--- config.mk ---
export PLATFORM = sky130hd
export DESIGN_NAME = dmem_arbiter_flat
export DESIGN_NICKNAME = d
export VERILOG_FILES = /design/src/rtl/dmem_arbiter_pkg.sv /design/src/rtl/dmem_arbiter_if.sv /design/src/rtl/dmem_arbiter_rr_picker.sv /design/src/rtl/dmem_arbiter.sv /design/src/flat_wrapper.sv
export SDC_FILE = /design/constraint.sdc
export NUM_CORES = 1
export LEC_CHECK = 0
export BUFFER_PORTS_ARGS = -buffer_cell sky130_fd_sc_hd__buf_4
export CORE_AREA = 2 2 204 206
export CTS_CLUSTER_SIZE = 8
export DETAILED_ROUTE_END_ITERATION = 16
export DIE_AREA = 0 0 206 208
export REMOVE_ABC_BUFFERS = 1
export SLEW_MARGIN = 20
export SYNTH_ARGS = -nofsm -noshare
export SYNTH_HDL_FRONTEND = slang
export SYNTH_SLANG_ARGS = --single-unit
--- constraint.sdc ---
create_clock -name clk -period 2.3 [get_ports clk]
set_clock_uncertainty 0.05 [all_clocks]
set_input_delay 0.46 -clock clk [delete_from_list [all_inputs] [get_ports clk]]
set_output_delay 0.46 -clock clk [all_outputs]
set_load 0.01 [all_outputs]
--- src/rtl/dmem_arbiter_pkg.sv ---
// Shared types for the data-memory arbiter: core/dmem handshake structs,
// arbiter FSM states and the latched request payload.
package dmem_arbiter_pkg;

  // Core -> memory request. valid/wen/byte_not_word/write_data form the request;
  // yumi is the requester consuming a response.
  typedef struct packed {
    logic [31:0] write_data;
    logic        valid;
    logic        wen;
    logic        byte_not_word;
    logic        yumi;
  } mem_in_s;

  // Memory -> core response. yumi accepts a request; valid/read_data carry the reply.
  typedef struct packed {
    logic [31:0] read_data;
    logic        valid;
    logic        yumi;
  } mem_out_s;

  typedef enum logic [1:0] {
    ARB_IDLE = 2'd0,
    ARB_REQ  = 2'd1,
    ARB_RESP = 2'd2
  } arb_state_e;

  // Request fields captured at grant time and replayed to dmem until accepted.
  typedef struct packed {
    logic [31:0] write_data;
    logic        wen;
    logic        byte_not_word;
    logic [31:0] addr;
  } arb_payload_s;

endpackage

--- src/rtl/dmem_arbiter_if.sv ---
// Single data-memory port shared by the arbiter (master) and dmem (slave).
//
// Handshake (two-phase valid/yumi):
//   phase 1: master holds mem_req.valid with a stable payload; the request is
//            accepted in the cycle where slave raises mem_rsp.yumi.
//   phase 2: slave holds mem_rsp.valid/read_data; the response is consumed in
//            the cycle where master raises mem_req.yumi.
//   Both phases may complete in the same cycle.
interface dmem_arbiter_if;
  import dmem_arbiter_pkg::*;

  mem_in_s     mem_req;
  logic [31:0] mem_addr;
  mem_out_s    mem_rsp;

  modport master (output mem_req, output mem_addr, input mem_rsp);
  modport slave  (input mem_req, input mem_addr, output mem_rsp);
endinterface

--- src/rtl/dmem_arbiter_rr_picker.sv ---
// Combinational round-robin priority: grants the first requester at or after
// ptr_i, wrapping to index 0 when nothing at or above the pointer requests.
module dmem_arbiter_rr_picker #(
  parameter int num_req_p = 4
) (
  input  logic [num_req_p-1:0]         req_i,
  input  logic [$clog2(num_req_p)-1:0] ptr_i,
  output logic [$clog2(num_req_p)-1:0] grant_o,
  output logic                         any_o
);
  localparam int idx_w_lp = $clog2(num_req_p);

  logic                hi_found;
  logic                lo_found;
  logic [idx_w_lp-1:0] hi_idx;
  logic [idx_w_lp-1:0] lo_idx;

  // Scan downward so the lowest index in each region is the one kept.
  always_comb begin
    hi_found = 1'b0;
    lo_found = 1'b0;
    hi_idx   = '0;
    lo_idx   = '0;
    for (int i = num_req_p - 1; i >= 0; i--) begin
      if (req_i[i]) begin
        lo_found = 1'b1;
        lo_idx   = idx_w_lp'(i);
        if (i >= int'(ptr_i)) begin
          hi_found = 1'b1;
          hi_idx   = idx_w_lp'(i);
        end
      end
    end
  end

  assign any_o   = lo_found;
  assign grant_o = hi_found ? hi_idx : lo_idx;

endmodule

--- src/rtl/dmem_arbiter.sv ---
// Shares one data-memory port between num_cores_p cores, one transaction in
// flight, round-robin grant. Core-side handshake is passed through unchanged
// to the current owner; non-owners see an all-zero response.
module dmem_arbiter
  import dmem_arbiter_pkg::*;
#(
  parameter int num_cores_p = 4,
  parameter int timeout_p   = 255
) (
  input  logic                           clk,
  input  logic                           reset,
  input  mem_in_s                        core_req_i  [num_cores_p],
  input  logic [31:0]                    core_addr_i [num_cores_p],
  output mem_out_s                       core_rsp_o  [num_cores_p],
  dmem_arbiter_if.master                 mem,
  output logic [$clog2(num_cores_p)-1:0] owner_o,
  output logic                           busy_o,
  output logic                           timeout_o,
  output arb_state_e                     state_o,
  output logic [$clog2(num_cores_p)-1:0] rr_ptr_o
);
  localparam int owner_w_lp = $clog2(num_cores_p);
  localparam int cnt_w_lp   = $clog2(timeout_p + 1);
  localparam logic [cnt_w_lp-1:0] cnt_max_lp = cnt_w_lp'(timeout_p);

  arb_state_e            state_q, state_d;
  arb_payload_s          payload_q;
  logic [owner_w_lp-1:0] owner_q, rr_ptr_q, rr_next, grant;
  logic [num_cores_p-1:0] req_vec;
  logic                  any_req;
  logic [cnt_w_lp-1:0]   wait_cnt_q;
  logic                  timeout_q;
  logic                  done;
  logic                  owner_yumi;
  logic                  fwd_yumi, fwd_valid;
  logic [31:0]           fwd_data;

  // Collect request valids for the picker.
  always_comb begin
    for (int k = 0; k < num_cores_p; k++) req_vec[k] = core_req_i[k].valid;
  end

  dmem_arbiter_rr_picker #(.num_req_p(num_cores_p)) u_picker (
    .req_i   (req_vec),
    .ptr_i   (rr_ptr_q),
    .grant_o (grant),
    .any_o   (any_req)
  );

  assign owner_yumi = core_req_i[owner_q].yumi;
  assign rr_next    = (owner_q == owner_w_lp'(num_cores_p - 1)) ? '0 : owner_q + 1'b1;

  // State register.
  always_ff @(posedge clk) begin
    if (reset) state_q <= ARB_IDLE;
    else       state_q <= state_d;
  end

  // Next state, dmem-side outputs and the response to forward to the owner.
  always_comb begin
    state_d      = state_q;
    done         = 1'b0;
    fwd_yumi     = 1'b0;
    fwd_valid    = 1'b0;
    fwd_data     = '0;
    mem.mem_req  = '0;
    mem.mem_addr = '0;
    case (state_q)
      ARB_IDLE: begin
        if (any_req) state_d = ARB_REQ;
      end
      ARB_REQ: begin
        mem.mem_req.valid         = 1'b1;
        mem.mem_req.write_data    = payload_q.write_data;
        mem.mem_req.wen           = payload_q.wen;
        mem.mem_req.byte_not_word = payload_q.byte_not_word;
        mem.mem_addr              = payload_q.addr;
        fwd_yumi                  = mem.mem_rsp.yumi;
        // dmem may accept and answer in the same cycle.
        if (mem.mem_rsp.yumi && mem.mem_rsp.valid) begin
          fwd_valid       = 1'b1;
          fwd_data        = mem.mem_rsp.read_data;
          mem.mem_req.yumi = owner_yumi;
          done            = owner_yumi;
        end
        if (done)                  state_d = ARB_IDLE;
        else if (mem.mem_rsp.yumi) state_d = ARB_RESP;
      end
      ARB_RESP: begin
        fwd_valid        = mem.mem_rsp.valid;
        fwd_data         = mem.mem_rsp.read_data;
        mem.mem_req.yumi = owner_yumi;
        done             = mem.mem_rsp.valid && owner_yumi;
        if (done) state_d = ARB_IDLE;
      end
      default: state_d = ARB_IDLE;
    endcase
  end

  // Route the forwarded response to the owner only; everyone else sees zero.
  always_comb begin
    for (int j = 0; j < num_cores_p; j++) begin
      core_rsp_o[j] = '0;
      if (int'(owner_q) == j) begin
        core_rsp_o[j].yumi      = fwd_yumi;
        core_rsp_o[j].valid     = fwd_valid;
        core_rsp_o[j].read_data = fwd_data;
      end
    end
  end

  // Capture the winner's payload at grant; it is replayed even if the core drops valid.
  always_ff @(posedge clk) begin
    if (reset) begin
      payload_q <= '0;
      owner_q   <= '0;
    end else if (state_q == ARB_IDLE && any_req) begin
      payload_q.write_data    <= core_req_i[grant].write_data;
      payload_q.wen           <= core_req_i[grant].wen;
      payload_q.byte_not_word <= core_req_i[grant].byte_not_word;
      payload_q.addr          <= core_addr_i[grant];
      owner_q                 <= grant;
    end
  end

  // Advance the round-robin pointer past the owner once its response is consumed.
  always_ff @(posedge clk) begin
    if (reset)     rr_ptr_q <= '0;
    else if (done) rr_ptr_q <= rr_next;
  end

  // Count response-wait cycles; the flag is sticky, the transaction keeps waiting.
  always_ff @(posedge clk) begin
    if (reset) begin
      wait_cnt_q <= '0;
      timeout_q  <= 1'b0;
    end else if (state_q == ARB_REQ && mem.mem_rsp.yumi) begin
      wait_cnt_q <= '0;
    end else if (state_q == ARB_RESP && !done && wait_cnt_q != cnt_max_lp) begin
      wait_cnt_q <= wait_cnt_q + 1'b1;
      if (wait_cnt_q + 1'b1 == cnt_max_lp) timeout_q <= 1'b1;
    end
  end

  assign owner_o   = owner_q;
  assign busy_o    = (state_q != ARB_IDLE);
  assign timeout_o = timeout_q;
  assign state_o   = state_q;
  assign rr_ptr_o  = rr_ptr_q;

endmodule

--- src/flat_wrapper.sv ---
// flat-port wrapper written by rule: the top's interface ports become plain ports
module dmem_arbiter_flat import dmem_arbiter_pkg::*;
#(
  parameter int num_cores_p = 4,
  parameter int timeout_p   = 255
)
  (clk, reset, core_req_i, core_addr_i, core_rsp_o, owner_o, busy_o, timeout_o, state_o, rr_ptr_o, mem_mem_req, mem_mem_addr, mem_mem_rsp);
  dmem_arbiter_if mem_i ();
  input  logic clk;
  input  logic reset;
  input  mem_in_s core_req_i[num_cores_p];
  input  logic [31:0] core_addr_i[num_cores_p];
  output mem_out_s core_rsp_o[num_cores_p];
  output logic [$clog2(num_cores_p)-1:0] owner_o;
  output logic busy_o;
  output logic timeout_o;
  output arb_state_e state_o;
  output logic [$clog2(num_cores_p)-1:0] rr_ptr_o;
  output wire logic [$bits(mem_i.mem_req)-1:0] mem_mem_req;
  output wire logic [$bits(mem_i.mem_addr)-1:0] mem_mem_addr;
  input wire logic [$bits(mem_i.mem_rsp)-1:0] mem_mem_rsp;
  assign mem_mem_req = mem_i.mem_req;
  assign mem_mem_addr = mem_i.mem_addr;
  assign mem_i.mem_rsp = mem_mem_rsp;
  dmem_arbiter #(.num_cores_p(num_cores_p), .timeout_p(timeout_p)) u_core (.clk(clk), .reset(reset), .core_req_i(core_req_i), .core_addr_i(core_addr_i), .core_rsp_o(core_rsp_o), .mem(mem_i), .owner_o(owner_o), .busy_o(busy_o), .timeout_o(timeout_o), .state_o(state_o), .rr_ptr_o(rr_ptr_o));
endmodule
==> flow_summary.json, run 1 <==
{
  "grt_max_degree": 75,
  "drt_first_pass_iters": 6,
  "dpl.cell_count": 1748,
  "layout_min_cycle_time_ps": 2410,
  "synthFlopType": "dfxtp_1",
  "syn_inst": 728,
  "drive_above_1_share_pct": 49.4,
  "synthSimpleGateAreaFrac_pct": 29.6,
  "arrival_ps": 1900,
  "rows": 74,
  "ctsHoldBuffers": 0,
  "grt_use_total_pct": 13.6,
  "cts_htree_levels": 3,
  "layout_common_cells": "buf_4, and3_1, mux2i_1",
  "final_cells": 1782,
  "globalplace.congestion": 0.820,
  "cts_buffers": 9,
  "wire_per_inst_um": 18.4,
  "p_leak_nw": 5.72,
  "fin_crit_sh_pct": 105,
  "synth_compound_area_share_pct": 12.0,
  "drc": 0,
  "crit_type": "flop to primary output",
  "worst_path_most_repeated_cell": "buf_4",
  "ir_worst_vdd_v": 0.000353,
  "initial_utilization_pct": 15.0,
  "setup_viol": 123,
  "setup_ws_ps": -112,
  "cpPeakStageDelay_ps": 350,
  "grt_overflow": 0,
  "final_nets": 1559,
  "die-area_um2": 42800,
  "clk_latency_ps": 350,
  "n_fill_cell": 4307,
  "busiest_layer": "met2",
  "crit_path_end_kind": "primary output",
  "die_h_um": 208,
  "violations": "negative setup slack",
  "die_w_um": 206,
  "synthAdderAreaFrac_pct": 1.86,
  "r2r_setup_slack_ps": 70,
  "worstHoldStart": "reset",
  "synth_edf_count": 0,
  "syn_to_final_growth_pct": 88.8,
  "synth_xor_area_share_pct": 1.01,
  "grt_pass1_vias": 7507,
  "avgSynthCellArea_um2": 8.33,
  "vias": 7721,
  "power_density_nw_per_um2": 450,
  "hold_viol_final": 0,
  "final_common_cell": "buf_4",
  "async_flop_share_pct": 0,
  "required_ps": 1790,
  "place_hpwl_mm": 25.4,
  "min_to": "u_core.owner_o[0]",
  "slew_violations": 0,
  "met2_usage_pct": 26.5,
  "dpl_worst_slack_ps": 82.6,
  "synth_top_cells_by_area": "dfxtp_1, mux2i_1, and3_1",
  "ys_types": 42,
  "synth_top_cell_area_share_pct": 26.7,
  "maxCapViolations": 0,
  "core_area_um2": 40600,
  "reg2reg_depth": 9,
  "ys_seq_area_share_pct": 26.7,
  "ant_nets": 0,
  "cts_buffer_depth": 2,
  "cts.sinks": 81,
  "status": "finished with violations",
  "rsz0062_at_grt": "true",
  "hold_depth": 2,
  "cts_tree": "yes",
  "grt_pass1_wl_mm": 44.4,
  "muxShareOfSynthArea_pct": 22.6,
  "hold_path_class": "input pin to flop",
  "finalWirelength_mm": 32.7,
  "ios": 520,
  "startpoint": "u_core.state_o[1]",
  "synth_top_family_by_area": "simple AND/OR/NAND/NOR gates",
  "antenna_found_initial": 4,
  "worst_slew_margin_rel_pct": 74.4,
  "cp-start-kind": "flop",
  "crit_chain": "buf_4 -> ha_2 -> inv_2 -> a21boi_4 -> buf_4 -> bufbuf_16 -> and3_1 -> buf_4",
  "max_slew.worst_pin.slew_ps": 374,
  "syn_area_um2": 6070,
  "synth-seq-cells": 81,
  "first_iter_violations": 421,
  "cp_slowest_cell": "dfxtp_2",
  "r2r-end": "u_core.timeout_o",
  "root_buffer": "clkbuf_16",
  "yosys_warnings": 0,
  "met3_usage_pct": 2.68,
  "fmax_mhz": 415,
  "synth_top_area_cell": "dfxtp_1",
  "r2r-start": "u_core.state_o[0]",
  "clkTransAtPathRegs_ps": 60,
  "via_per_inst": 4.33,
  "met1_usage_pct": 14.2,
  "critPathMaxFanout": 10,
  "placement.io_buffers": 519
}
cells in the mapped netlist, drive strengths merged, types with 6 or more instances:
cell and n:
and3 139, inv 13, xnor2 6, o221ai 66, clkbuf 41, nor2 10, nand3 6, dfxtp 81
nand2 78, a21oi 8, mux2i 135, and2 71, ha 9, buf 32
timing repair:
action	in CTS	in global routing
pin swaps	2	1
buffers inserted	4	3
gates resized for setup	12	14
gates cloned	2	6
endpoints found under the setup margin	120	135
worst max-delay path by stage:
stage | end | slack [ps] | depth (start not counted)
floorplan | u_core.payload_q[33] | -8550 | 5
global placement | u_core.payload_q[26] | 60 | 8
detailed placement | u_core.payload_q[50] | 80 | 8
CTS | core_rsp_o[52] | -120 | 8
global route | core_rsp_o[47] | -200 | 8
finish | core_rsp_o[107] | -110 | 8
report_power, final:
group          switching, W  internal [W]  total (W)
clock              0.000639      0.000878    0.00152
combinational      0.000920       0.00103    0.00195
sequential        0.0000944       0.00159    0.00168
total               0.00165       0.00350    0.00515
metal layers:
layer	wire length, um	vias up	share of wire (%)
met2	17400	399	53
li1	-	3689	-
met4	663	0	2.0
met5	0	-	0
met3	2470	29	7.5
met1	12200	3604	37
flip-flops by register name, indices dropped and copies added, names as in the netlist:
signal and count:
u_core.timeout_o 1, u_core.rr_ptr_o 2, u_core.payload_q 66, u_core.wait_cnt_q 8
u_core.owner_o 2, u_core.state_o 2
metrics by stage:
stage	instance area [um2]	util [%]	hold slack, ps	power, W	TNS, ps
floorplan	5740	-	374	0.00252	-1203880
global placement	10800	26.6	387	0.00344	0
detailed placement	10800	26.6	392	0.00346	0
CTS	11200	27.7	262	0.00508	-11480
global route	11500	28.2	288	0.00543	-21670
finish	11500	28.2	293	0.00515	-8240
layout make-up:
cell class / instances / area (um2) / share of cell area, %
Sequential cell: 81 / 1630 / 14.2
Inverter: 13 / 48.8 / 0.426
Antenna cell: 3 / 7.51 / 0.0656
Clock inverter: 5 / 62.6 / 0.546
Tap cell: 532 / 666 / 5.81
Clock buffer: 11 / 243 / 2.12
Multi-Input combinational cell: 561 / 4160 / 36.3
Timing Repair Buffer: 576 / 4640 / 40.5
cell families (layout without fill, tap and decap cells):
family,count (synthesis),in the layout
buffers and inverters,86,605
AND/OR/NAND/NOR,321,321
XOR/XNOR,7,7
multiplexers,136,136
flip-flops,81,81
adder cells (fa/ha/maj),9,9
other,0,3
AO/OA/AOI/OAI,88,88
worst max-delay path, delay by kind of cell (launching register included):
kind	cells	cell delay, ps
AND/OR/NAND/NOR	1	170
flip-flops	1	350
AO/OA/AOI/OAI	1	180
adder cells (fa/ha/maj)	1	180
buffers and inverters	5	690
No activity file was read; power rests on OpenSTA's default activity.
==> run 2, diff against run 1 <==
CORE_AREA = 4 4 200 202   (was 2 2 204 206)
CTS_CLUSTER_SIZE = 40   (was 8)
DIE_AREA = 0 0 204 206   (was 0 0 206 208)
MAX_ROUTING_LAYER = met4   (was default)
==> flow_summary.json, run 2 (synthesized netlist as in run 1, its figures left out) <==
{
  "status": "finished with violations",
  "violations": "negative setup slack",
  "initial_utilization_pct": 15.8,
  "via_per_inst": 4.39,
  "p_leak_nw": 5.61,
  "cts_tree": "yes",
  "setup_ws_ps": -103,
  "crit_buf_inv": 4,
  "antenna_found_initial": 4,
  "postPlaceCellArea_um2": 10700,
  "post-route-util_pct": 29.4,
  "ctsHoldBuffers": 0,
  "cpPeakStageDelay_ps": 380,
  "tns_ps": -8640,
  "path_delay_family": "buffers and inverters",
  "required_ps": 1790,
  "globalplace.congestion": 0.858,
  "crit_chain": "inv_4 -> ha_4 -> a21boi_4 -> buf_12 -> buf_16 -> and3_1 -> buf_4",
  "grt_use_total_pct": 14.9,
  "wire_per_inst_um": 18.8,
  "slew_violations": 0,
  "setup_viol": 129,
  "maxCapViolations": 0,
  "drt_first_pass_iters": 5,
  "syn_to_final_growth_pct": 85.7,
  "placement.io_buffers": 519,
  "core_area_um2": 38300,
  "dpl.cell_count": 1728,
  "rows": 72,
  "n_fill_cell": 4015,
  "top_register": "u_core.payload_q",
  "hold_viol_final": 0,
  "cts_buffers": 9,
  "grt_overflow": 0,
  "drive_above_1_share_pct": 49.2,
  "hold_path_class": "input pin to flop",
  "layout_min_cycle_time_ps": 2400,
  "grt_pass1_vias": 7725,
  "cts_buffer_depth": 2,
  "max_slew.worst_pin.slew_ps": 415,
  "worst_slew_margin_rel_pct": 71.6,
  "fmax_mhz": 416,
  "place_hpwl_mm": 26.1,
  "largestRegisters": "u_core.payload_q (66), u_core.wait_cnt_q (8)",
  "grt_max_degree": 62,
  "cts_htree_levels": 3,
  "ant_nets": 0,
  "ir_worst_vdd_v": 0.000281,
  "layout_common_cells": "buf_4, mux2i_1, and3_1",
  "largest_register_ff_count": 66,
  "rsz0062_at_grt": "true",
  "grt_pass1_wl_mm": 46.9,
  "stdcell_area_um2": 11300,
  "first_iter_violations": 319,
  "crit_type": "flop to primary output",
  "die-area_um2": 42000,
  "cp-start-kind": "flop",
  "critPathMaxFanout": 32,
  "crit_path_end_kind": "primary output",
  "clkTransAtPathRegs_ps": 60,
  "final_common_cell": "buf_4",
  "power_density_nw_per_um2": 436,
  "die_w_um": 204,
  "cts.sinks": 81,
  "final_cells": 1754,
  "startpoint": "u_core.state_o[0]",
  "r2r-start": "u_core.state_o[1]",
  "drc": 0,
  "total_power_w": 0.00491,
  "finalWirelength_mm": 33.0,
  "worstHoldStart": "reset",
  "arrival_ps": 1890,
  "ios": 520,
  "vias": 7702,
  "root_buffer": "clkbuf_16",
  "cp_slowest_cell": "dfxtp_4",
  "final_nets": 1546,
  "fin_crit_sh_pct": 104,
  "clk_latency_ps": 340,
  "die_h_um": 206
}
[run 2: worst paths after layout]
kind / slack (ps) / cells past startpoint / to
setup reg to reg: 300 / 8 / u_core.rr_ptr_o[0]
hold reg to reg: 400 / 2 / u_core.payload_q[12]
hold / removal: 280 / 2 / u_core.owner_o[1]
setup / recovery: -100 / 7 / core_rsp_o[114]
[run 2: per-stage QoR]
step | hold slack [ps] | setup slack, ps
after floorplan | 374 | -8550
after global placement | 385 | 2.43
after detailed placement | 389 | 34.9
after CTS | 246 | -110
after global routing | 276 | -181
final | 278 | -103
[run 2: layout make-up]
cell class | instances | area, um2 | area share (%)
clock buffer | 12 | 256 | 2.28
clock inverter | 4 | 26.3 | 0.233
multi-input combinational | 561 | 4180 | 37.1
tap | 518 | 648 | 5.75
inverter | 13 | 51.3 | 0.456
timing repair buffer | 563 | 4470 | 39.7
antenna | 2 | 5.00 | 0.0444
sequential | 81 | 1630 | 14.5
[run 2: what timing repair did]
item,in CTS,in global routing
resized for setup,21,18
endpoints found under the setup margin,133,136
buffers inserted,3,0
pin swaps,2,5
cloned,5,0
[run 2: layer usage]
metal  vias to the layer above  share of wire, %  wire length (um)  global-route usage [%]
li1                       3656                 -                 -                       -
met1                      3588                38             12400                    16.4
met2                       415                51             17000                    26.3
met3                        43               8.0              2630                    3.20
met4                         0               3.0               986                    5.89
met5                         -                 0                 0                       -
[run 2: report_power, final]
| part | internal [W] | switching (W) | leakage (nW) | total [W] |
|---|---|---|---|---|
| Clock | 0.000793 | 0.000634 | 0.139 | 0.00143 |
| Combinational | 0.000937 | 0.000859 | 4.80 | 0.00180 |
| Sequential | 0.00159 | 0.0000941 | 0.669 | 0.00168 |
==> run 3, diff against run 2 <==
PLACE_DENSITY = 0.43   (was default)
clock period = 2.47 ns   (was 2.3 ns; I/O delays follow)
==> flow_summary.json, run 3 (synthesized netlist as in run 1, its figures left out) <==
{
  "status": "finished with violations",
  "violations": "negative setup slack",
  "ios": 520,
  "final_common_cell": "buf_4",
  "die_h_um": 206,
  "power.internal_w": 0.00321,
  "crit_path_end_kind": "primary output",
  "grt_pass1_vias": 7611,
  "grt_max_degree": 39,
  "post-route-util_pct": 29.6,
  "required_ps": 1930,
  "r2r-end": "u_core.wait_cnt_q[3]",
  "fmax_mhz": 404,
  "maxCapViolations": 0,
  "startpoint": "u_core.state_o[0]",
  "clk_latency_ps": 350,
  "r2r_setup_slack_ps": 380,
  "place_hpwl_mm": 26.5,
  "cts_buffers": 9,
  "drc": 0,
  "r2r-start": "u_core.owner_o[0]",
  "p_comb_share_pct": 36.1,
  "n_fill_cell": 4105,
  "syn_to_final_growth_pct": 87.1,
  "hold_viol_final": 0,
  "power_density_nw_per_um2": 412,
  "initial_utilization_pct": 15.8,
  "arrival_ps": 1930,
  "largest_register_ff_count": 66,
  "critPathMaxFanout": 7,
  "worstHoldStart": "reset",
  "layout_min_cycle_time_ps": 2470,
  "worst_slew_margin_rel_pct": 73.7,
  "crit_type": "flop to primary output",
  "cts_htree_levels": 3,
  "max_slew.worst_pin.slew_ps": 384,
  "power_frac_seq_pct": 33.4,
  "rows": 72,
  "grt_overflow": 0,
  "wire_per_inst_um": 18.8,
  "finalWirelength_mm": 33.2,
  "first_iter_violations": 358,
  "ant_nets": 0,
  "top_register": "u_core.payload_q",
  "drt_first_pass_iters": 4,
  "drive_above_1_share_pct": 49.3,
  "dpl_worst_slack_ps": 178,
  "cp-start-kind": "flop",
  "p_switching_w": 0.00146,
  "fin_crit_sh_pct": 100,
  "cp-endpoint": "core_rsp_o[105]",
  "cts_buffer_depth": 2,
  "root_buffer": "clkbuf_16",
  "die_w_um": 204,
  "reg2reg_depth": 5,
  "rsz0062_at_grt": "true",
  "vias": 7530,
  "swShare_pct": 31.3,
  "clkPwrFrac_pct": 30.5,
  "via_per_inst": 4.28,
  "cts.sinks": 81,
  "largestRegisters": "u_core.payload_q (66), u_core.wait_cnt_q (8)",
  "grt_pass1_wl_mm": 46.5,
  "placement.io_buffers": 519,
  "setup_ws_ps": -2.90,
  "tns_ps": -2.90,
  "hold_path_class": "input pin to flop",
  "cts_tree": "yes",
  "slew_violations": 0,
  "grt_use_total_pct": 14.8,
  "antenna_found_initial": 4,
  "globalplace.congestion": 0.799,
  "p_leak_nw": 5.66,
  "setup_viol": 1,
  "ir_worst_vdd_v": 0.000263,
  "clkTransAtPathRegs_ps": 60,
  "die-area_um2": 42000,
  "layout_common_cells": "buf_4, mux2i_1, and3_1",
  "core_area_um2": 38300,
  "final_nets": 1551,
  "ctsHoldBuffers": 0
}
==> run 3: cell count changes in the layout (fill, tap and decap cells not counted), sizes merged <==
cell,change
bufinv,+1
clkbuf,+2
buf,+3
diode,+1
clkinvlp,-1
==> run 3: final cells by class <==
type | count | area [um2] | share of cell area [%]
diodes | 3 | 7.51 | 0.0662
flip-flops and latches | 81 | 1630 | 14.3
clock inverters | 4 | 48.8 | 0.430
clock buffers | 12 | 256 | 2.26
multi-input cells | 561 | 4190 | 36.9
repair buffers | 568 | 4510 | 39.8
well taps | 518 | 648 | 5.71
inverters | 13 | 56.3 | 0.496
==> run 3: routing by layer <==
layer / up-vias / global-route usage, % / routed length (um)
li1: 3672 / - / -
met1: 3455 / 15.5 / 12000
met2: 369 / 27.3 / 17500
met3: 34 / 4.32 / 2890
met4: 0 / 4.14 / 758
met5: - / - / 0
==> run 3: power by group through the flow <==
stage	Clock (W)	Sequential (W)	Combinational, W
2_1_floorplan	0	0.00157	0.000779
3_3_place_gp	0	0.00158	0.00165
3_5_place_dp	0	0.00159	0.00164
4_1_cts	0.00150	0.00156	0.00170
5_1_grt	0.00155	0.00158	0.00183
6_report	0.00142	0.00156	0.00169
==> run 3: through the flow <==
stage	std cells	power, W	hold slack, ps	cell area [um2]
6_report	1760	0.00467	318	11300
5_1_grt	1760	0.00497	313	11300
4_1_cts	1755	0.00476	291	11200
3_5_place_dp	1729	0.00323	388	10700
3_3_place_gp	1729	0.00323	385	10700
2_1_floorplan	655	0.00235	374	5740
==> run 3: worst min path at each step <==
stage / cells after the start / end / slack [ps]
after floorplan: 2 / u_core.payload_q[0] / 370
after global routing: 2 / u_core.rr_ptr_o[0] / 310
after CTS: 2 / u_core.state_o[0] / 290
after global placement: 2 / u_core.payload_q[3] / 380
final: 2 / u_core.state_o[0] / 320
after detailed placement: 2 / u_core.payload_q[60] / 390
==> run 3: worst max-delay path: stages, from the launching register on <==
cell and delay (ps):
dfxtp_4 380, inv_4 50, ha_4 260, a21boi_4 230, buf_12 180, buf_4 150
and3_4 210, buf_4 120
==> run 3: what timing repair did <==
action / 4_1_cts / 5_1_grt
resized for setup: 17 / 17
cloned: 3 / 2
setup endpoints to repair: 91 / 129
pin swaps: 3 / 1
setup buffers: 7 / 1
endpoints found under the hold margin: 0 / 0
